<file path="config.mk">
export PLATFORM = sky130hd
export DESIGN_NAME = mul_share_ctrl
export DESIGN_NICKNAME = d
export VERILOG_FILES = /design/src/rtl/mul_share_ctrl.sv
export SDC_FILE = /design/constraint.sdc
export NUM_CORES = 1
export LEC_CHECK = 0
export BUFFER_PORTS_ARGS = -buffer_cell sky130_fd_sc_hd__buf_2
export CAP_MARGIN = 5
export CORE_AREA = 2 2 129 131
export DETAILED_ROUTE_END_ITERATION = 12
export DIE_AREA = 0 0 131 133
export GPL_ROUTABILITY_DRIVEN = 0
export PLACE_DENSITY = 0.75
export SETUP_SLACK_MARGIN = 0.05
export SLEW_MARGIN = 0
export SYNTH_ARGS = -nofsm -noshare
export SYNTH_HDL_FRONTEND = slang
export SYNTH_SLANG_ARGS = --single-unit
</file>
<file path="constraint.sdc">
create_clock -name clk -period 3.6 [get_ports clk]
set_clock_uncertainty 0.15 [all_clocks]
set_input_delay 0.18 -clock clk [delete_from_list [all_inputs] [get_ports clk]]
set_output_delay 0.18 -clock clk [all_outputs]
set_load 0.01 [all_outputs]
</file>
<file path="src/rtl/mul_share_ctrl.sv">
// Round-robin sequencer that lends one iterative shift-add multiplier to NUM_REQ requesters
// and returns each registered 2*WIDTH product to the requester that asked for it.
module mul_share_ctrl #(
   parameter int WIDTH   = 32,
   parameter int NUM_REQ = 2,
   parameter int ID_W    = 1
) (
   input  logic                     clk,
   input  logic                     rst,
   input  logic [NUM_REQ-1:0]       req_valid,
   output logic [NUM_REQ-1:0]       req_ready,
   input  logic [NUM_REQ*WIDTH-1:0] req_a,
   input  logic [NUM_REQ*WIDTH-1:0] req_b,
   output logic [NUM_REQ-1:0]       resp_valid,
   input  logic [NUM_REQ-1:0]       resp_ready,
   output logic [2*WIDTH-1:0]       resp_product,
   output logic [ID_W-1:0]          resp_id,
   output logic                     busy,
   output logic [WIDTH-1:0]         mul_a,
   output logic [WIDTH-1:0]         mul_b,
   output logic                     mul_start,
   input  logic [2*WIDTH-1:0]       mul_product
);

   localparam int CNT_W = (WIDTH > 1) ? $clog2(WIDTH) : 1;

   typedef enum logic [2:0] {
      IDLE = 3'd0,
      LOAD = 3'd1,
      RUN  = 3'd2,
      CAPT = 3'd3,
      RESP = 3'd4
   } state_t;

   state_t             state;
   state_t             state_nxt;
   logic [ID_W-1:0]    rr_ptr;
   logic [ID_W-1:0]    rr_nxt;
   logic [ID_W-1:0]    grant_idx;
   logic               grant_found;
   logic [ID_W:0]      cand_sum;
   logic [ID_W-1:0]    cand;
   logic [CNT_W-1:0]   cnt;
   logic [WIDTH-1:0]   op_a;
   logic [WIDTH-1:0]   op_b;
   logic [WIDTH-1:0]   sel_a;
   logic [WIDTH-1:0]   sel_b;

   // Scan from the highest offset down so the candidate closest to rr_ptr wins.
   always_comb begin
      grant_found = 1'b0;
      grant_idx   = '0;
      cand_sum    = '0;
      cand        = '0;
      for (int k = NUM_REQ - 1; k >= 0; k--) begin
         cand_sum = {1'b0, rr_ptr} + (ID_W+1)'(k);
         if (cand_sum >= (ID_W+1)'(NUM_REQ))
            cand_sum = cand_sum - (ID_W+1)'(NUM_REQ);
         cand = cand_sum[ID_W-1:0];
         if (req_valid[cand]) begin
            grant_found = 1'b1;
            grant_idx   = cand;
         end
      end
   end

   always_comb begin
      sel_a = '0;
      sel_b = '0;
      for (int i = 0; i < NUM_REQ; i++) begin
         if (grant_idx == ID_W'(i)) begin
            sel_a = req_a[i*WIDTH +: WIDTH];
            sel_b = req_b[i*WIDTH +: WIDTH];
         end
      end
   end

   assign rr_nxt = (grant_idx == ID_W'(NUM_REQ - 1)) ? '0 : grant_idx + 1'b1;

   // Handshakes: a transfer happens on a rising edge where valid and ready are both high;
   // req_ready only rises toward a requester whose req_valid is high, and resp_valid holds
   // until the owner's resp_ready is seen, so neither side ever needs to drop or repeat data.
   always_comb begin
      state_nxt  = state;
      req_ready  = '0;
      resp_valid = '0;
      case (state)
         IDLE: begin
            if (grant_found) begin
               req_ready = NUM_REQ'(1) << grant_idx;
               state_nxt = LOAD;
            end
         end
         LOAD: state_nxt = RUN;
         RUN: begin
            if (cnt == '0)
               state_nxt = CAPT;
         end
         CAPT: state_nxt = RESP;
         RESP: begin
            resp_valid = NUM_REQ'(1) << resp_id;
            if (resp_ready[resp_id])
               state_nxt = IDLE;
         end
         default: state_nxt = IDLE;
      endcase
   end

   always_ff @(posedge clk) begin
      if (rst) begin
         state        <= IDLE;
         rr_ptr       <= '0;
         cnt          <= '0;
         op_a         <= '0;
         op_b         <= '0;
         resp_product <= '0;
         resp_id      <= '0;
      end else begin
         state <= state_nxt;
         case (state)
            IDLE: begin
               if (grant_found) begin
                  op_a    <= sel_a;
                  op_b    <= sel_b;
                  resp_id <= grant_idx;
                  rr_ptr  <= rr_nxt;
               end
            end
            LOAD: cnt <= CNT_W'(WIDTH - 1);
            RUN:  cnt <= cnt - 1'b1;
            // One cycle after the last iteration, so the final accumulate has settled.
            CAPT: resp_product <= mul_product;
            default: ;
         endcase
      end
   end

   assign mul_start = (state == LOAD);
   assign busy      = (state != IDLE);
   assign mul_a     = op_a;
   assign mul_b     = op_b;

endmodule

</file>
Word level (Yosys, flattened, before mapping)
Index checks and enable logic that the tools add are counted.

word-level totals
  memories = 0
  bits in read-only memories = 0
  bits in registers = 138
  output and inout bits = 135
  RAM bits = 0
  bits in latches = 0
  logic and storage cells = 55
  input port bits = 198

cells by class
  multiplexer cells = 23
  shifts and indexed selects = 2
  magnitude comparators = 5
  reduce and logical (&&, ||, !) cells = 6
  add/subtract/negate cells = 5
  bitwise operators = 0
  multipliers = 0
  divide/modulo/power cells = 0
  eq/ne operators = 7

operators by type and width
  operator                                                                       count
  32-bit 2-to-1 mux                                                              2
  3-bit one-hot mux with 5 select lines                                          1
  1-bit 2-to-1 mux                                                               13
  5-bit one-hot mux with 2 select lines                                          1
  3-bit 2-to-1 mux                                                               3
  3-bit by 2-bit == test with 1-bit output (second input constant)               2
  1-bit by 2-bit less-than comparator with 1-bit output (second input constant)  3
  2-bit 2-to-1 mux                                                               3
  2-bit inequality test (second input constant)                                  3
  5-bit zero test                                                                1
  5-bit by 1-bit subtractor with 5-bit output (second input constant)            1
  1-bit by 1-bit << shifter with 2-bit output (first input constant)             2
  3-bit by 1-bit == test with 1-bit output (second input constant)               1
  3-bit == test (second input constant)                                          1
  3-bit zero test                                                                1
  3-bit AND reduction                                                            1
  3-bit nonzero test                                                             1
  1-bit by 1-bit adder with 2-bit output (second input constant)                 1
  1-bit by 2-bit >= comparator with 1-bit output (second input constant)         1
  2-bit >= comparator (second input constant)                                    1
  2-bit AND reduction                                                            1
  2-bit nonzero test                                                             1
  1-bit subtractor (second input constant)                                       2
  1-bit adder (second input constant)                                            1

Longest topological paths before layout
Gate-level depths: netlist (run 1).

  word-level depth = 10
  gate-level depth with buffers = 6
  depth with buffers taken out = 5

Worst setup path after synthesis (run 1)
OpenSTA, ideal clock, no wires.

  kind = reg-to-reg
  from = register state[2]
  to = register op_a[0] (netlist: mul_a[0])
  path slack = 1.896 ns
  stages on the path, launching flop included = 7
  data arrival time = 1.432 ns
  required time = 3.328 ns
  clock period less this slack = 1.704 ns
  library setup time = 0.122 ns
  path buffers = 2
  cells stage by stage = dfxtp_1 nor3_4 inv_2 buf_2 buf_2 o211a_1 a221o_1

between the ends
  longest elaborated chain between the ends = 2

ends and longest elaborated chain
  what                                  line  source
  start: declaration                    35    state_t state;
  start signal: assignment              119   state <= state_nxt;
  3-bit zero test                       120   case (state)
  2-bit AND reduction (no source line)  --
  end signal: assignment                123   op_a <= sel_a;
  end: declaration                      44    logic [WIDTH-1:0] op_a;

No other way between the ends.
A chain may end at the register's enable or synchronous reset.

Worst setup path after layout (run 1)
  from = register state[1]
  to = register op_b[3] (netlist: mul_b[3])

between the ends
  longest elaborated chain between the ends = 2

ends and longest elaborated chain
  what                                  line  source
  3-bit zero test                       120
  2-bit AND reduction (no source line)  --
  end signal: assignment                124   op_b <= sel_b;
  end: declaration                      45    logic [WIDTH-1:0] op_b;

No other way between the ends.

==> impl_metrics.toml, run 1 <==
[timing]
worst_pin_slew_ns = 0.736
hold_violations = 0
min_period_ns = 2.85
setup_slack_ns = 0.754
setup_viol = 0
rsz0062_at_grt = "false"
tns_ns = 0
final.period_utilization_pct = 79.0
slew_viol_final = 0
fmax_mhz = 351
relSlewSlack_pct = 50.9

[clocking]
numCtsBuffers = 17
htreeDepth = 4
cts_tree = "yes"
cts_hold_buf = 196
clk_latency_ns = 0.41
clockRootBuffer = "clkbuf_16"
cts_num_sinks = 138
cts_max_path_buffers = 2
clk_pin_slew_ns = 0.06
cts_resized = 0
cts_setup_buffers = 0

[logic_synthesis]
ys_seq_elements = 138
yosysTopAreaCell = "dfxtp_1"
yosysUniqueCellTypes = 40
synth_warnings = 0
synthArstFlopShare_pct = 0
synth-main-ff-cell = "dfxtp_1"
synth_top_area_share_pct = 49.9
synth_top_family_by_area = "compound AO/OA/AOI/OAI gates"
synth.avg_cell_area_sq_um = 9.51
synth-seq-area-share_pct = 49.9
synth_area_leaders = "dfxtp_1 (50%), a221o_1 (11%), o211a_1 (11%)"
yosys.area_share.simple_pct = 12.4
synth_area_sq_um = 5540
synth-adder-area-share_pct = 0.226
synth_mux_area_share_pct = 0.362
synth_edf_count = 0
synth_xor_area_share_pct = 0.158
synth_compound_gate_area_share_pct = 31.3
synth_nets = 781
synth_cells = 582

[critical_path]
r2r_start = "state[1]"
worst_ep_arrival_time_ns = 3.05
worst_ep_required_time_ns = 3.80
r2r_end = "mul_b[3]"
reg2regPathDepth = 6
path_max_fanout = 62
critPathCaptureType = "flop"
cp-startpoint = "state[1]"
cp-start-kind = "flop"
rrSetupSlack_ns = 0.75
worstSetupPathType = "flop to flop"

[placed_design]
dpl.cell_count = 1084
post-dp-hpwl_mm = 12.0
placed_area_sq_um = 7270
dp_worst_setup_slack_ns = 1.37
portBuffers = 332

[hold_path]
hold_start = "req_valid[0]"
hold-path-endpoint = "state[0]"
worstHoldPathType = "input pin to flop"
hold_path_depth = 4

[final_layout]
nets = 1278
syn_to_final_growth_pct = 77.7
fin_cells = 1315
fin_area_sq_um = 9830
drive_gt1_share_pct = 35.0
n_fill_cell = 1256

[routing]
post_drt_wl_per_cell_um = 16.6
detail_route.vias_per_cell = 5.09
route.vias.total = 6690
drt-pass1-iter-count = 5
route.detailed.drc = 0
drt-total-wl_mm = 21.9
drtIter0Drc = 397
drtAntennaViolNets = 0

[floorplanning]
io_pins = 333
die_width_um = 131
start_util_pct = 34.2
row_count = 47
core_sq_um = 16200
dieArea_sq_um = 17400
die_y_um = 133

[global_routing]
grt_pass1_vias = 6615
grt_start_max_net_pins = 69
grt_use_total_pct = 23.9
overflow = 0
antenna_found_initial = 3
grt_pass1_wl_mm = 32.9

[power]
leakagePower_nw = 5.19
seq_power_share_pct = 37.8
power.switching_mw = 1.46
p_int_mw = 3.45
switching_share_pct = 29.7
ir_drop_uv = 298
total_power_mw = 4.91
combinationalPowerShare_pct = 26.3
powerDensity_nw_per_um2 = 499
clock_power_share_pct = 35.9

[flow_run]
cap_violations = 0

[run_status]
status = "completed"
metrics by stage:
stage	hold slack, ns	utilization (%)
3_3_place_gp	0.251	45.0
3_5_place_dp	0.256	45.0
2_1_floorplan	0.166	-
6_report	0.138	60.8
4_1_cts	0.117	60.8
5_1_grt	0.163	60.8
how the worst max path moves through the flow:
stage,endpoint,slack [ns],cells after the start
after CTS,mul_a[22],0.84,6
final,mul_b[3],0.75,6
after detailed placement,mul_a[22],1.37,5
after global routing,mul_b[3],0.60,6
after global placement,mul_a[25],1.42,5
after floorplan,mul_a[0],1.90,6
per-layer routing:
layer	share of wire (%)	GRT usage, %	vias to the layer above	wire [um]
li1	-	-	3139	-
met1	39	26.5	3152	8510
met2	50	41.0	341	10800
met3	8.5	7.60	58	1870
met4	3.0	11.2	0	657
met5	0	0	-	0
worst max-delay path, cell delays in order, from the launching register on:
cell and delay, ns:
dfxtp_1 0.47, nor3_4 0.29, inv_2 0.18, nor4_4 0.22
buf_4 0.57, a221o_1 0.26, dlygate4sd3_1 0.57
synthesized netlist by cell type, types with 2 or more instances:
cell type,n
a31o_2,2
nor2b_1,5
mux2i_1,2
buf_6,6
dfxtp_1,138
a21oi_1,72
a311oi_1,2
nand2_1,130
a211oi_1,2
nand2b_1,2
buf_1,8
nor2_1,4
clkbuf_1,34
o211a_1,62
buf_2,11
nand3b_1,3
o21ai_0,6
inv_1,7
nor3_1,4
a221o_1,62
power groups by stage:
stage | clock network (mW) | registers (mW) | logic [mW]
CTS | 1.80 | 1.84 | 1.25
finish | 1.76 | 1.85 | 1.29
global placement | 0 | 1.87 | 0.949
global route | 1.88 | 1.87 | 1.39
floorplan | 0 | 1.93 | 0.510
detailed placement | 0 | 1.87 | 0.958
sequential cells by signal, indices dropped and copies added (netlist names):
name,flops
mul_b,32
cnt,5
resp_product,64
rr_ptr,1
state,3
resp_id,1
mul_a,32
placed cells by master (no fill, tap or decap), drive strengths merged, types with 6 or more instances in the layout:
| cell | synthesis | routed |
|---|---|---|
| buf | 25 | 341 |
| dlygate4sd3 | 0 | 196 |
| dfxtp | 138 | 138 |
| nand2 | 130 | 130 |
| a21oi | 72 | 72 |
| o211a | 62 | 62 |
| a221o | 62 | 62 |
| clkbuf | 34 | 20 |
| inv | 8 | 11 |
| o21ai | 6 | 6 |
final cells by class:
type / count / area [sq um] / share of cell area [%]
timing repair buffer: 537 / 3690 / 37.5
sequential: 138 / 2760 / 28.1
multi-input combinational: 377 / 2470 / 25.1
clock buffer: 20 / 457 / 4.64
tap: 220 / 275 / 2.80
clock inverter: 12 / 139 / 1.41
inverter: 8 / 30.0 / 0.305
antenna: 3 / 7.51 / 0.0763
kinds of logic (layout without fill, tap and decap cells):
kind of cell / count (synthesis) / in the layout
mux: 2 / 2
other cells: 0 / 3
buf+inv: 67 / 577
simple gates: 158 / 158
compound gates: 215 / 215
flops: 138 / 138
xor+xnor: 1 / 1
fa+ha+maj: 1 / 1
(Power assumes the default switching activity.)
==> inputs of run 2 (changes only) <==
CORE_AREA = 2 2 127 129   (was 2 2 129 131)
DIE_AREA = 0 0 129 131   (was 0 0 131 133)
PLACE_DENSITY = 0.77   (was 0.75)
clock period = 2.75 ns   (was 3.6 ns; I/O delays follow)
==> run 2 against run 1 <==
Sequential cell count unchanged. Highest routed layer is now met5. Final area up 0.98%. Sequential power up 31%. Clock power up 27%. Combinational power up 37%. Hold slack better by 0.064 ns.
==> impl_metrics.toml, run 2 (synthesized netlist as in run 1, its figures left out) <==
[clocking]
numCtsBuffers = 17
cts_max_path_buffers = 2
htreeDepth = 4
clockRootBuffer = "clkbuf_16"
clk_latency_ns = 0.40
cts_tree = "yes"
cts_num_sinks = 138
clk_pin_slew_ns = 0.06

[critical_path]
timing.critical_path.buf_inv = 5
slowest_stage = "dlygate4sd3_1"
crit_family = "buffers and inverters"
worstSetupPathType = "flop to flop"
crit_chain = "nor3_4 -> inv_2 -> buf_12 -> nor4_4 -> buf_4 -> clkbuf_16 -> a221o_1 -> dlygate4sd3_1"
critPathCaptureType = "flop"
path_max_fanout = 67
crit_path_max_incr_delay_ns = 0.60
worst_ep_arrival_time_ns = 2.77
worst_ep_required_time_ns = 2.87
cp-start-kind = "flop"

[timing]
relSlewSlack_pct = 52.2
tns_ns = 0
rsz0062_at_grt = "true"
whs_ns = 0.202
final.period_utilization_pct = 96.3
fmax_mhz = 377
hold_violations = 0
worst_pin_slew_ns = 0.717
setup_viol = 0
slew_viol_final = 0
min_period_ns = 2.65

[routing]
drtIter0Drc = 332
post_drt_wl_per_cell_um = 17.8
detail_route.vias_per_cell = 5.23
drtAntennaViolNets = 0
route.vias.total = 6880
drt-pass1-iter-count = 6
route.detailed.drc = 0
drt-total-wl_mm = 23.4

[floorplanning]
die_y_um = 131
dieArea_sq_um = 16900
start_util_pct = 35.5
io_pins = 333
row_count = 46
die_width_um = 129
core_sq_um = 15600

[power]
powerDensity_nw_per_um2 = 648
ir_drop_uv = 347
leakagePower_nw = 5.25

[final_layout]
multi_input_area_sq_um = 2470
syn_to_final_growth_pct = 79.4
final_cell_mix = "buf_2 (332), dlygate4sd3_1 (198), dfxtp_1 (136)"
n_fill_cell = 1195
final_common_cell = "buf_2"
fin_area_sq_um = 9930
nets = 1285
largest_reg_flops = 64
register_area_sq_um = 2770
regMostFlops = "resp_product"
drive_gt1_share_pct = 35.4

[global_routing]
grt_pass1_wl_mm = 33.9
antenna_found_initial = 2
busiest_layer = "met2"
grt_pass1_vias = 6657
grt_start_max_net_pins = 68
globalRouteMet1Util_pct = 28.3
grt_use_total_pct = 25.6
overflow = 0
met2_usage_pct = 45.8
use_met3_pct = 8.35

[flow_run]
cap_violations = 0

[run_status]
status = "completed"

[placed_design]
portBuffers = 332
post-dp-hpwl_mm = 12.6
placed_area_sq_um = 7320

[hold_path]
worstHoldPathType = "input pin to flop"
run 2: cell count changes in the layout (fill, tap and decap cells not counted), sizes merged:
cell         before  now
buf             341  345
clkinv            3    6
clkbuf           20   18
diode             3    1
dlygate4sd3     196  198
clkinvlp          4    3
run 2: power breakdown:
| group | total (mW) | leakage, nW | internal (mW) | switching [mW] |
|---|---|---|---|---|
| Clock | 2.24 | 0.276 | 1.34 | 0.901 |
| Sequential | 2.43 | 1.13 | 2.25 | 0.182 |
| Combinational | 1.77 | 3.85 | 0.920 | 0.846 |
run 2: repair_timing:
action                                  4_1_cts  5_1_grt
resized for setup                             0        7
buffers inserted                              0        3
hold buffers                                198        0
hold endpoints to repair                    131        0
endpoints found under the setup margin        0       65
run 2: path summary, 6_finish.rpt:
path | start | endpoint | slack [ns] | depth (start not counted)
worst max-delay path | state[2] | mul_a[24] | 0.10 | 8
worst min-delay path | req_valid[1] | resp_id | 0.20 | 4
worst max register to register | state[2] | mul_a[24] | 0.10 | 8
worst min register to register | resp_product[13] | resp_product[13] | 0.30 | 2
run 2: metrics by stage:
step	cells	setup WS [ns]	util [%]	total power, mW
final	1315	0.101	63.7	6.44
after global routing	1315	0.00360	63.7	6.71
after CTS	1310	0.0782	63.3	6.36
after detailed placement	1081	0.627	46.9	3.75
after global placement	1081	0.703	46.9	3.73
after floorplan	582	1.05	-	3.19
run 2: final cells by class:
type | count | share of cell area (%)
antenna | 1 | 0.0252
clock buffer | 17 | 4.28
clock inverter | 14 | 1.47
inverter | 8 | 0.302
multi-input combinational | 377 | 24.9
sequential | 138 | 27.9
tap | 216 | 2.72
timing repair buffer | 544 | 38.4
run 2: worst min-delay path, stage by stage:
cell      delay (ns)
buf_2           0.17
or2_2           0.16
a21boi_0        0.08
o21a_1          0.16
run 2: metal layers:
metal | up-vias | routed length, um
li1 | 3151 | -
met3 | 55 | 2200
met2 | 401 | 12000
met5 | - | 13
met4 | 2 | 552
met1 | 3271 | 8600
